**src/rtl/booth_pkg.sv**
```systemverilog
// Shared types and sizing helpers for the radix-4 Booth multiplier.
package booth_pkg;

   typedef enum logic [1:0] {IDLE, BUSY, DONE} state_t;
   typedef enum logic [2:0] {ZERO, P1, P2, M1, M2} digit_t;

   // Multiplier is widened by at least one bit so unsigned operands stay positive,
   // then rounded up to an even width so every iteration retires a full bit pair.
   function automatic int calc_ax(input int a_w);
      return 2 * ((a_w + 2) / 2);
   endfunction

   function automatic int calc_iter(input int a_w);
      return calc_ax(a_w) / 2;
   endfunction

endpackage

```
**src/rtl/booth_r4_enc.sv**
```systemverilog
// Radix-4 Booth recoder: maps {b1, b0, q} to a digit and selects the addend from M.
module booth_r4_enc
   import booth_pkg::*;
#(
   parameter int PW = 11
) (
   input  logic [2:0]    bits,
   input  logic [PW-1:0] m,
   output logic [PW-1:0] addend
);

   digit_t digit;

   always_comb begin
      digit = ZERO;
      unique case (bits)
         3'b001, 3'b010: digit = P1;
         3'b011:         digit = P2;
         3'b100:         digit = M2;
         3'b101, 3'b110: digit = M1;
         default:        digit = ZERO;
      endcase
   end

   always_comb begin
      addend = '0;
      case (digit)
         P1:      addend = m;
         P2:      addend = m << 1;
         M1:      addend = -m;
         M2:      addend = -(m << 1);
         default: addend = '0;
      endcase
   end

endmodule

```
**src/rtl/booth_mul_r4.sv**
```systemverilog
// Sequential radix-4 Booth multiplier, signed/unsigned per operation, valid/ready on both sides.
module booth_mul_r4
   import booth_pkg::*;
#(
   parameter int A_W   = 8,
   parameter int B_W   = 8,
   parameter int OUT_W = A_W + B_W
) (
   input  logic             clk,
   input  logic             rst,
   input  logic             in_valid_i,
   output logic             in_ready_o,
   input  logic             in_signed_i,
   input  logic [A_W-1:0]   in_A_i,
   input  logic [B_W-1:0]   in_B_i,
   output logic             out_valid_o,
   input  logic             out_ready_i,
   output logic [OUT_W-1:0] mult_out_o
);

   localparam int AX   = calc_ax(A_W);
   localparam int ITER = calc_iter(A_W);
   localparam int PW   = B_W + 3;
   localparam int CW   = $clog2(ITER + 1);

   if (OUT_W != A_W + B_W) begin : g_out_w_chk
      $error("booth_mul_r4: OUT_W must equal A_W+B_W");
   end
   if (A_W < 2 || B_W < 2) begin : g_in_w_chk
      $error("booth_mul_r4: A_W and B_W must be >= 2");
   end

   state_t             state, state_nxt;
   logic [CW-1:0]      cntr;
   logic [PW-1:0]      acc, m, addend, sum;
   logic [AX-1:0]      mplr;
   logic               q;
   logic               accept;
   logic [PW+AX-1:0]   shifted;

   assign in_ready_o  = !rst && (state == IDLE || (state == DONE && out_ready_i));
   assign accept      = in_valid_i && in_ready_o;
   assign out_valid_o = (state == DONE);

   booth_r4_enc #(.PW(PW)) u_enc (
      .bits   ({mplr[1:0], q}),
      .m      (m),
      .addend (addend)
   );

   // Arithmetic shift of {acc+digit, mplr} by one bit pair.
   assign sum     = acc + addend;
   assign shifted = {{2{sum[PW-1]}}, sum, mplr[AX-1:2]};

   always_ff @(posedge clk) begin
      if (rst) state <= IDLE;
      else     state <= state_nxt;
   end

   always_comb begin
      state_nxt = state;
      case (state)
         IDLE:    if (accept) state_nxt = BUSY;
         BUSY:    if (cntr == CW'(1)) state_nxt = DONE;
         DONE:    if (out_ready_i) state_nxt = accept ? BUSY : IDLE;
         default: state_nxt = IDLE;
      endcase
   end

   always_ff @(posedge clk) begin
      if (rst) begin
         cntr       <= '0;
         acc        <= '0;
         m          <= '0;
         mplr       <= '0;
         q          <= 1'b0;
         mult_out_o <= '0;
      end else if (accept) begin
         cntr <= CW'(ITER);
         acc  <= '0;
         q    <= 1'b0;
         m    <= {{(PW-B_W){in_signed_i & in_B_i[B_W-1]}}, in_B_i};
         mplr <= {{(AX-A_W){in_signed_i & in_A_i[A_W-1]}}, in_A_i};
      end else if (state == BUSY) begin
         cntr <= cntr - CW'(1);
         acc  <= shifted[PW+AX-1:AX];
         mplr <= shifted[AX-1:0];
         q    <= mplr[1];
         // Product register only moves on the final iteration, so it is stable in DONE.
         if (cntr == CW'(1)) mult_out_o <= shifted[OUT_W-1:0];
      end
   end

endmodule

```
**config.mk**
```make
export PLATFORM = sky130hd
export DESIGN_NAME = booth_mul_r4
export DESIGN_NICKNAME = d
export VERILOG_FILES = /design/src/rtl/booth_pkg.sv /design/src/rtl/booth_r4_enc.sv /design/src/rtl/booth_mul_r4.sv
export SDC_FILE = /design/constraint.sdc
export NUM_CORES = 1
export LEC_CHECK = 0
export BUFFER_PORTS_ARGS = -buffer_cell sky130_fd_sc_hd__buf_2
export CORE_ASPECT_RATIO = 1.1
export CORE_MARGIN = 2
export CORE_UTILIZATION = 60
export CTS_BUF_LIST = sky130_fd_sc_hd__clkbuf_8
export DETAILED_ROUTE_END_ITERATION = 10
export GPL_TIMING_DRIVEN = 1
export PLACE_DENSITY = 0.92
export SYNTH_ARGS = -nofsm -noshare
export SYNTH_HDL_FRONTEND = slang
export SYNTH_SLANG_ARGS = --single-unit
```
**constraint.sdc**
```tcl
create_clock -name clk -period 4.25 [get_ports clk]
set_input_delay 0.2125 -clock clk [delete_from_list [all_inputs] [get_ports clk]]
set_output_delay 0.2125 -clock clk [all_outputs]
set_load 0.1 [all_outputs]
```
==> results.tsv <==
metric	value	unit
critPathTopFamily	simple AND/OR/NAND/NOR gates	
drc	0	
vias	2991	
layout_common_cells	nand2_1 (82), a21oi_1 (57), dfxtp_1 (50)	
status	finished, final reports clean	
startpoint_type	flop	
start_util	0.630	
cts.path.max_buffers	2	
final_net_count	448	
clockRootBuffer	clkbuf_8	
fin_skew	0.00689	ns
pin_count	39	
r2r-start	m[0]	
io_buffers	38	
fin_area	3200	um2
antenna_found_initial	0	
min_path_type	in -> reg	
dieWidth	70.9	um
period_share	0.845	
grt_pass1_wl	12800	um
irDropWorstVdd	308	uV
worst_pin_slew	1.14	ns
clkSinkCount	50	
hpwl	5250	um
h-tree-depth	2	
coreArea	4680	um2
power.density	349	nW/um2
clkLatencyLatePin	0.31	ns
placed_area	3090	um2
yosys_register_bits	50	
drv_slew	0	
antenna_left	0	
die-area	5490	um2
gp_congestion	0.982	
finalHoldViolCount	0	
power	0.00112	W
startpoint	m[0]	
setup-tns-final	0	ns
firstDrtPassIters	6	
cts_buffers	5	
layout_commonest_cell	nand2_1	
routed_via_density	6.36	
rows	26	
syn_area	2950	um2
cp_cell_sequence	inv_1, ha_1, or3b_2, nor3_1, xnor2_1, a211oi_1, o21ai_0, nor2b_1, ha_1, nand4_1, o21ai_0, nand3_1, or3_1, a31oi_1	
syn_to_final_growth	8.40	%
cts_tree	built	
die_h	77.5	um
syn_nets	429	
path_clk_slew	0.10	ns
leakage	1.30	nW
drt_iter0_markers	370	
grt_pass1_vias	2925	
netlist_instances	394	
cts_resized	0	
overflow	0	
clock.fmax	278	MHz
grt_usage	0.282	
cpPeakStageDelay	0.52	ns
syn_area_per_cell	7.49	um2
ys_warn_count	0	
cts_setup_buffers	0	
path_buf_inv	1	
path_max_fanout	7	
fillers	348	
synth_edf_count	0	
wire_per_inst	16.0	um
setup_violations	0	
ys_types	50	
async_flop_share	0	
finalCriticalPeriod	3.59	ns
end_kind	flop	
final_util	0.683	
path_class	reg -> reg	
drive_gt1_frac	0.145	
worstPathArrival	3.84	ns
routed_wl	7530	um
worstHoldStart	in_B_i[6]	
rsz0062_at_grt	false	
worstPathRequired	4.49	ns
setup_slack	0.657	ns
cts_hold_buf	0	
synth-seq-area-share	0.339	
ys.flop_type	dfxtp_1	
place_ws	0.757	ns
max_slew_margin	0.239	
maxCapViolCount	0	
slowest_stage	or3b_2	
grt_max_degree	45	
diodes	0	
[flip-flops by register name, indices dropped and copies added (netlist names)]
register / cells
cntr: 3
state: 2
mplr: 10
m: 9
q: 1
mult_out_o: 16
acc: 9
[tightest hold or removal path: cells and delay by family]
kind,cells,cell delay [ns]
compound gates,1,0.05
buf+inv,1,0.09
simple gates,1,0.04
[worst paths after layout]
check | endpoint | slack, ns | depth (start not counted)
max reg2reg | acc[7] | 0.66 | 14
min reg2reg | mult_out_o[1] | 0.46 | 2
min | m[6] | 0.14 | 3
max | acc[7] | 0.66 | 14
[metal layers]
metal | track usage | vias to the layer above | routed length (um)
met5 | 0 | - | 0
met4 | 0.157 | 0 | 308
met3 | 0.0494 | 40 | 588
met2 | 0.475 | 165 | 3730
met1 | 0.337 | 1376 | 2900
li1 | - | 1410 | -
[kinds of logic after synthesis]
family,synth area share
DFF,0.339
AOI/OAI and AO/OA,0.245
buffers and inverters,0.0674
xor gates and xnor gates,0.0327
and+or+nand+nor,0.240
muxes,0.0140
adders and majority gates,0.0619
[final cells by class]
type | count | area [um2] | share of cell area
inverters | 13 | 48.8 | 0.0153
well taps | 56 | 70.1 | 0.0219
multi-input cells | 302 | 1760 | 0.549
repair buffers | 41 | 213 | 0.0665
clock inverters | 3 | 41.3 | 0.0129
clock buffers | 5 | 68.8 | 0.0215
flip-flops and latches | 50 | 1000 | 0.313
[synth_stat cells, types with 7 or more instances]
cell type / instances / area share
nand2_1: 82 / 0.10
a21oi_1: 57 / 0.097
dfxtp_1: 50 / 0.34
nor2_1: 26 / 0.033
clkbuf_1: 20 / 0.025
o21ai_0: 15 / 0.025
ha_1: 13 / 0.055
inv_1: 13 / 0.017
a22oi_1: 10 / 0.025
nand3_1: 9 / 0.015
nor3_1: 8 / 0.014
xnor2_1: 8 / 0.024
a211oi_1: 7 / 0.018
[stage by stage]
| stage | hold slack, ns | instances |
|---|---|---|
| floorplan | 0.348 | 394 |
| global placement | 0.440 | 462 |
| detailed placement | 0.443 | 462 |
| CTS | 0.138 | 470 |
| global route | 0.145 | 470 |
| finish | 0.139 | 470 |
[report_power, final]
part / internal [W] / switching [W] / leakage [nW] / total (W)
Clock: 0.000174 / 0.000166 / 0.0556 / 0.000339
Sequential: 0.000491 / 0.0000293 / 0.407 / 0.000521
Combinational: 0.0000903 / 0.000166 / 0.838 / 0.000257
Total: 0.000755 / 0.000361 / 1.30 / 0.00112
No activity file was read; power rests on OpenSTA's default activity.
